File: config.mk
export PLATFORM = sky130hd
export DESIGN_NAME = hack_cpu_ctrl_flat
export DESIGN_NICKNAME = d
export VERILOG_FILES = /design/src/rtl/hack_cpu_ctrl_if.sv /design/src/rtl/hack_cpu_ctrl.sv /design/src/flat_wrapper.sv
export SDC_FILE = /design/constraint.sdc
export NUM_CORES = 1
export LEC_CHECK = 0
export ABC_CLOCK_PERIOD_IN_PS = 2300
export BUFFER_PORTS_ARGS = -buffer_cell sky130_fd_sc_hd__buf_2
export CAP_MARGIN = 0
export CORE_AREA = 5 5 147 114
export CTS_CLUSTER_DIAMETER = 50
export DETAILED_ROUTE_END_ITERATION = 10
export DIE_AREA = 0 0 152 119
export GPL_TIMING_DRIVEN = 0
export PLACE_DENSITY = 0.67
export RECOVER_POWER = 100
export SYNTH_ARGS = -nofsm -noshare
export SYNTH_HDL_FRONTEND = slang
export SYNTH_SLANG_ARGS = --single-unit
File: constraint.sdc
create_clock -name clk -period 2.3 [get_ports clk]
set_clock_uncertainty 0.05 [all_clocks]
set_input_delay 0 -clock clk [delete_from_list [all_inputs] [get_ports clk]]
set_output_delay 0 -clock clk [all_outputs]
set_load 0.03 [all_outputs]
File: src/rtl/hack_cpu_ctrl_if.sv
// Hack CPU control-stage bus: instruction fetch, ALU operands/result, data memory.
interface hack_cpu_ctrl_if #(
  parameter int unsigned PC_WIDTH   = 15,
  parameter int unsigned ADDR_WIDTH = 15
);
  // Instruction fetch handshake
  logic [15:0]           instr;
  logic                  instr_valid;
  logic                  instr_ready;
  logic [PC_WIDTH-1:0]   pc;

  // ALU operands and result
  logic [15:0]           alu_x;
  logic [15:0]           alu_y;
  logic [5:0]            alu_ctrl;
  logic [15:0]           alu_out;
  logic                  alu_zr;
  logic                  alu_ng;

  // Data memory request/ack
  logic [ADDR_WIDTH-1:0] mem_addr;
  logic [15:0]           mem_wdata;
  logic                  mem_re;
  logic                  mem_we;
  logic [15:0]           mem_rdata;
  logic                  mem_ack;

  // Control stage side
  modport master (
    input  instr, instr_valid,
    output instr_ready, pc,
    output alu_x, alu_y, alu_ctrl,
    input  alu_out, alu_zr, alu_ng,
    output mem_addr, mem_wdata, mem_re, mem_we,
    input  mem_rdata, mem_ack
  );

  // Environment side: instruction source, ALU and data memory
  modport slave (
    output instr, instr_valid,
    input  instr_ready, pc,
    input  alu_x, alu_y, alu_ctrl,
    output alu_out, alu_zr, alu_ng,
    input  mem_addr, mem_wdata, mem_re, mem_we,
    output mem_rdata, mem_ack
  );
endinterface

File: src/rtl/hack_cpu_ctrl.sv
// Hack CPU control/register stage: holds A, D, M_reg, IR and PC, sequences
// fetch, decode, data-memory read, execute and data-memory write.
module hack_cpu_ctrl #(
  parameter int unsigned         PC_WIDTH     = 15,
  parameter int unsigned         ADDR_WIDTH   = 15,
  parameter logic [PC_WIDTH-1:0] RESET_VECTOR = '0
) (
  input  logic                clk,
  input  logic                rst_n,
  hack_cpu_ctrl_if.master     bus,
  output logic [15:0]         a_reg,
  output logic [15:0]         d_reg
);

  typedef enum logic [2:0] {
    S_FETCH  = 3'd0,
    S_DECODE = 3'd1,
    S_MEM_RD = 3'd2,
    S_EXEC   = 3'd3,
    S_MEM_WR = 3'd4
  } state_t;

  state_t                state_q;
  logic [15:0]           a_q;
  logic [15:0]           d_q;
  logic [15:0]           m_q;
  logic [15:0]           ir_q;
  logic [PC_WIDTH-1:0]   pc_q;
  logic                  ready_q;
  logic                  mem_re_q;
  logic                  mem_we_q;
  logic [ADDR_WIDTH-1:0] mem_addr_q;
  logic [15:0]           mem_wdata_q;

  logic                  jump_c;
  logic [PC_WIDTH-1:0]   pc_inc_c;

  // Jump condition from the ALU flags of the current computation
  assign jump_c   = (ir_q[2] & bus.alu_ng) |
                    (ir_q[1] & bus.alu_zr) |
                    (ir_q[0] & ~bus.alu_ng & ~bus.alu_zr);
  assign pc_inc_c = pc_q + PC_WIDTH'(1);

  // ALU operand/control drive straight from the architectural registers
  assign bus.alu_x    = d_q;
  assign bus.alu_y    = ir_q[12] ? m_q : a_q;
  assign bus.alu_ctrl = ir_q[11:6];

  assign bus.instr_ready = ready_q;
  assign bus.pc          = pc_q;
  assign bus.mem_re      = mem_re_q;
  assign bus.mem_we      = mem_we_q;
  assign bus.mem_addr    = mem_addr_q;
  assign bus.mem_wdata   = mem_wdata_q;
  assign a_reg           = a_q;
  assign d_reg           = d_q;

  // Control FSM and register file; A/D reads in EXEC see pre-edge values
  always_ff @(posedge clk) begin
    if (!rst_n) begin
      state_q     <= S_FETCH;
      a_q         <= '0;
      d_q         <= '0;
      m_q         <= '0;
      ir_q        <= '0;
      pc_q        <= RESET_VECTOR;
      ready_q     <= 1'b0;
      mem_re_q    <= 1'b0;
      mem_we_q    <= 1'b0;
      mem_addr_q  <= '0;
      mem_wdata_q <= '0;
    end else begin
      case (state_q)
        S_FETCH: begin
          if (bus.instr_valid && ready_q) begin
            ir_q    <= bus.instr;
            ready_q <= 1'b0;
            state_q <= S_DECODE;
          end else begin
            ready_q <= 1'b1;
          end
        end

        S_DECODE: begin
          if (!ir_q[15]) begin
            a_q     <= {1'b0, ir_q[14:0]};
            pc_q    <= pc_inc_c;
            ready_q <= 1'b1;
            state_q <= S_FETCH;
          end else if (ir_q[12]) begin
            mem_re_q   <= 1'b1;
            mem_addr_q <= a_q[ADDR_WIDTH-1:0];
            state_q    <= S_MEM_RD;
          end else begin
            state_q <= S_EXEC;
          end
        end

        S_MEM_RD: begin
          if (bus.mem_ack) begin
            m_q      <= bus.mem_rdata;
            mem_re_q <= 1'b0;
            state_q  <= S_EXEC;
          end
        end

        S_EXEC: begin
          pc_q <= jump_c ? a_q[PC_WIDTH-1:0] : pc_inc_c;
          if (ir_q[5]) a_q <= bus.alu_out;
          if (ir_q[4]) d_q <= bus.alu_out;
          if (ir_q[3]) begin
            mem_we_q    <= 1'b1;
            mem_addr_q  <= a_q[ADDR_WIDTH-1:0];
            mem_wdata_q <= bus.alu_out;
            state_q     <= S_MEM_WR;
          end else begin
            ready_q <= 1'b1;
            state_q <= S_FETCH;
          end
        end

        S_MEM_WR: begin
          if (bus.mem_ack) begin
            mem_we_q <= 1'b0;
            ready_q  <= 1'b1;
            state_q  <= S_FETCH;
          end
        end

        default: begin
          mem_re_q <= 1'b0;
          mem_we_q <= 1'b0;
          ready_q  <= 1'b0;
          state_q  <= S_FETCH;
        end
      endcase
    end
  end

endmodule

File: src/flat_wrapper.sv
// flat-port wrapper written by rule: the top's interface ports become plain ports
module hack_cpu_ctrl_flat 
#(
  parameter int unsigned         PC_WIDTH     = 15,
  parameter int unsigned         ADDR_WIDTH   = 15,
  parameter logic [PC_WIDTH-1:0] RESET_VECTOR = '0
)
  (clk, rst_n, a_reg, d_reg, bus_instr, bus_instr_valid, bus_instr_ready, bus_pc, bus_alu_x, bus_alu_y, bus_alu_ctrl, bus_alu_out, bus_alu_zr, bus_alu_ng, bus_mem_addr, bus_mem_wdata, bus_mem_re, bus_mem_we, bus_mem_rdata, bus_mem_ack);
  hack_cpu_ctrl_if #(.PC_WIDTH(PC_WIDTH), .ADDR_WIDTH(ADDR_WIDTH)) bus_i ();
  input  logic clk;
  input  logic rst_n;
  output logic [15:0] a_reg;
  output logic [15:0] d_reg;
  input wire logic [$bits(bus_i.instr)-1:0] bus_instr;
  input wire logic [$bits(bus_i.instr_valid)-1:0] bus_instr_valid;
  output wire logic [$bits(bus_i.instr_ready)-1:0] bus_instr_ready;
  output wire logic [$bits(bus_i.pc)-1:0] bus_pc;
  output wire logic [$bits(bus_i.alu_x)-1:0] bus_alu_x;
  output wire logic [$bits(bus_i.alu_y)-1:0] bus_alu_y;
  output wire logic [$bits(bus_i.alu_ctrl)-1:0] bus_alu_ctrl;
  input wire logic [$bits(bus_i.alu_out)-1:0] bus_alu_out;
  input wire logic [$bits(bus_i.alu_zr)-1:0] bus_alu_zr;
  input wire logic [$bits(bus_i.alu_ng)-1:0] bus_alu_ng;
  output wire logic [$bits(bus_i.mem_addr)-1:0] bus_mem_addr;
  output wire logic [$bits(bus_i.mem_wdata)-1:0] bus_mem_wdata;
  output wire logic [$bits(bus_i.mem_re)-1:0] bus_mem_re;
  output wire logic [$bits(bus_i.mem_we)-1:0] bus_mem_we;
  input wire logic [$bits(bus_i.mem_rdata)-1:0] bus_mem_rdata;
  input wire logic [$bits(bus_i.mem_ack)-1:0] bus_mem_ack;
  assign bus_i.instr = bus_instr;
  assign bus_i.instr_valid = bus_instr_valid;
  assign bus_instr_ready = bus_i.instr_ready;
  assign bus_pc = bus_i.pc;
  assign bus_alu_x = bus_i.alu_x;
  assign bus_alu_y = bus_i.alu_y;
  assign bus_alu_ctrl = bus_i.alu_ctrl;
  assign bus_i.alu_out = bus_alu_out;
  assign bus_i.alu_zr = bus_alu_zr;
  assign bus_i.alu_ng = bus_alu_ng;
  assign bus_mem_addr = bus_i.mem_addr;
  assign bus_mem_wdata = bus_i.mem_wdata;
  assign bus_mem_re = bus_i.mem_re;
  assign bus_mem_we = bus_i.mem_we;
  assign bus_i.mem_rdata = bus_mem_rdata;
  assign bus_i.mem_ack = bus_mem_ack;
  hack_cpu_ctrl #(.PC_WIDTH(PC_WIDTH), .ADDR_WIDTH(ADDR_WIDTH), .RESET_VECTOR(RESET_VECTOR)) u_core (.clk(clk), .rst_n(rst_n), .bus(bus_i), .a_reg(a_reg), .d_reg(d_reg));
endmodule
==> impl_metrics.py <==
metrics = {
    "power": {
        "comb_power_share": 0.131,
        "power_frac_seq": 0.416,
        "power_switching_w": 0.00142,
        "p_clk_frac": 0.453,
        "total_power_w": 0.00524,
        "ir_drop_mv": 0.457,
        "p_per_area_mw_per_mm2": 733,
        "intPower_w": 0.00383,
        "leakagePower_nw": 2.60,
        "switching_share": 0.270,
    },
    "critical_path": {
        "rrSetupSlack_ns": 0.23,
        "crit_end": "u_core.bus.pc[3]",
        "r2r_cells": 7,
        "crit_fanout": 10,
        "crit_type": "register to register",
        "cp-end-kind": "register",
        "setup.worst_path.start": "u_core.state_q[1]",
        "cp.arrival_ns": 2.35,
        "r2r-start": "u_core.state_q[1]",
        "crit_required_ns": 2.58,
        "critPathLaunchType": "register",
        "timing.rr.end": "u_core.bus.pc[3]",
    },
    "sta": {
        "fmax_mhz": 482,
        "rsz0062_at_grt": "no",
        "setup-tns-final_ns": 0,
        "finalCritPeriodShare": 0.902,
        "period_minus_slack_ns": 2.07,
        "tightest_slew_ns": 0.658,
        "setup_viol": 0,
        "slew_headroom": 0.562,
        "final-hold-violation-count": 0,
        "maxSlewViolCount": 0,
    },
    "logic_synthesis": {
        "synthFlopType": "dfxtp_1",
        "synth_top_area_cell": "dfxtp_1",
        "synthCells": 630,
        "syn_area_per_cell_um2": 8.18,
        "synth_cell_type_count": 54,
        "synth_edf_count": 0,
        "ys_seq_area_frac": 0.450,
        "ys_top_cells_by_area": "dfxtp_1 45%, nand2_1 13%, a21oi_1 7.6%",
        "yosys.area.top_type_share": 0.450,
        "syn_nets": 685,
        "syn-cell-area_mm2": 0.00515,
        "yosysMostFrequentCell": "nand2_1",
        "synthTopCellsByCount": "177 x nand2_1, 116 x dfxtp_1, 78 x a21oi_1",
        "async_flop_share": 0,
        "ys_warn_count": 0,
        "ys_ff_latch": 116,
    },
    "layout": {
        "seq_area_mm2": 0.00232,
        "area_delta_synth_final_pct": 38.8,
        "multi_input_area_mm2": 0.00246,
        "nNetsFinal": 927,
        "fin_cells": 1088,
        "final_layout_size_suffix_gt1_frac": 0.166,
        "fillers": 1573,
        "num_antenna_cells": 0,
    },
    "floorplan": {
        "core-area_mm2": 0.0150,
        "die_area_mm2": 0.0181,
        "die_x_um": 152,
        "die_h_um": 119,
        "rows": 39,
        "ios": 173,
        "initial_core_util": 0.343,
    },
    "drt": {
        "postRouteAntennaNets": 0,
        "routed_wl_um": 18400,
        "routed_via_density": 4.98,
        "wl_per_cell_um": 16.9,
        "drt-initial-drc-count": 322,
        "vias": 5419,
        "dr.pass1.iters": 5,
        "drc": 0,
    },
    "clocking": {
        "clk_pin_slew_ns": 0.05,
        "cts_tree": "yes",
        "htree_levels": 4,
        "numCtsBuffers": 17,
        "cts_root_buffer": "clkbuf_16",
        "cts_sinks": 116,
        "post_cts_buffers": 0,
        "cts.path.max_buffers": 2,
        "insertion_delay_ns": 0.41,
    },
    "grt": {
        "grt_pass1_wl_um": 29300,
        "grt-ovfl-total": 0,
        "grt_max_degree": 17,
        "first_global_vias": 5343,
        "antenna_found_initial": 0,
        "grt_use_total": 0.202,
    },
    "run_status": {
        "outcome": "finished, final reports clean",
    },
    "run": {
        "drv_cap": 0,
    },
    "placement": {
        "place_congestion": 0.931,
        "post-place-cells": 1007,
        "portBuffers": 172,
        "hpwl_um": 13500,
    },
    "worst_hold_path": {
        "worstHoldPathType": "input pin to register",
    },
}
[critical path, stage by stage (launching register included)]
cell	delay (ns)
dfxtp_1	0.30
buf_6	0.13
and3b_1	0.18
clkbuf_2	0.20
o21ai_1	0.35
clkbuf_1	0.50
a21oi_1	0.13
o22ai_1	0.15
[worst min path at each step]
stage               slack [ns]             start  depth (start not counted)        endpoint
floorplan                 0.09  bus_mem_rdata[0]                          2   u_core.m_q[0]
global placement          0.20  bus_mem_rdata[8]                          3   u_core.m_q[8]
detailed placement        0.20  bus_mem_rdata[8]                          3   u_core.m_q[8]
CTS                     0.0007   bus_instr_valid                          5  u_core.ir_q[3]
global route              0.05   bus_instr_valid                          5  u_core.ir_q[3]
finish                    0.03   bus_instr_valid                          5  u_core.ir_q[3]
[stage by stage]
| stage | setup WS, ns | cell area (µm²) | hold WS [ns] | util |
|---|---|---|---|---|
| after global placement | 0.291 | 6270 | 0.198 | 0.417 |
| after CTS | 0.0879 | 7320 | 0.000684 | 0.487 |
| after floorplan | 0.342 | 5150 | 0.0860 | - |
| after detailed placement | 0.276 | 6270 | 0.199 | 0.417 |
| final | 0.226 | 7160 | 0.0265 | 0.476 |
| after global routing | 0.0677 | 7160 | 0.0487 | 0.476 |
[what timing repair did]
action	in CTS	in global routing
resized for setup	1	2
endpoints found under the hold margin	86	0
gates cloned	0	0
hold buffers	51	0
endpoints found under the setup margin	8	4
[final cells by class]
class                      count  area share
clock inverter                 4     0.00315
buffer                        66      0.0498
tap                          205      0.0358
multi-input combinational    446       0.343
sequential                   116       0.324
inverter                       2     0.00105
timing repair buffer         223       0.171
clock buffer                  26      0.0712
[routing by layer]
layer,track usage,share of wire
met4,0.0472,0.010
met5,0,0
met3,0.0544,0.068
met2,0.326,0.46
met1,0.272,0.46
[kinds of logic (layout without fill, tap and decap cells)]
group           Yosys count  count (layout)  synth area share
flops                   116             116             0.450
mux                      41              41            0.0835
fa+ha+maj                 1               1           0.00243
buf+inv                  68             321            0.0721
compound gates          132             132             0.155
simple gates            272             272             0.237
[power by group through the flow]
stage          combinational (W)  clock [W]  sequential (W)
5_1_grt                 0.000745    0.00250         0.00219
3_3_place_gp            0.000630          0         0.00222
6_report                0.000689    0.00237         0.00218
3_5_place_dp            0.000635          0         0.00222
4_1_cts                 0.000704    0.00241         0.00218
2_1_floorplan           0.000342          0         0.00225
[cells in the final DEF, fill, tap and decap left out, types with 3 or more instances in the layout]
cell,instances
dlygate4sd3_1,51
mux2_2,16
clkbuf_8,5
and3b_1,3
dfxtp_1,116
buf_4,23
a311oi_1,15
clkbuf_1,151
o21ai_0,6
o22ai_1,9
nand4_1,5
nand3b_1,5
a21oi_1,78
clkbuf_2,6
a31oi_1,5
buf_2,61
clkinv_2,3
nor2_1,36
clkbuf_16,17
nor2b_1,5
nand2b_1,5
nand2_1,177
or2_2,3
mux2i_1,25
nor4_1,3
nor3_1,7
nand3_1,5
Note: power is estimated with default switching activity, not from simulation.
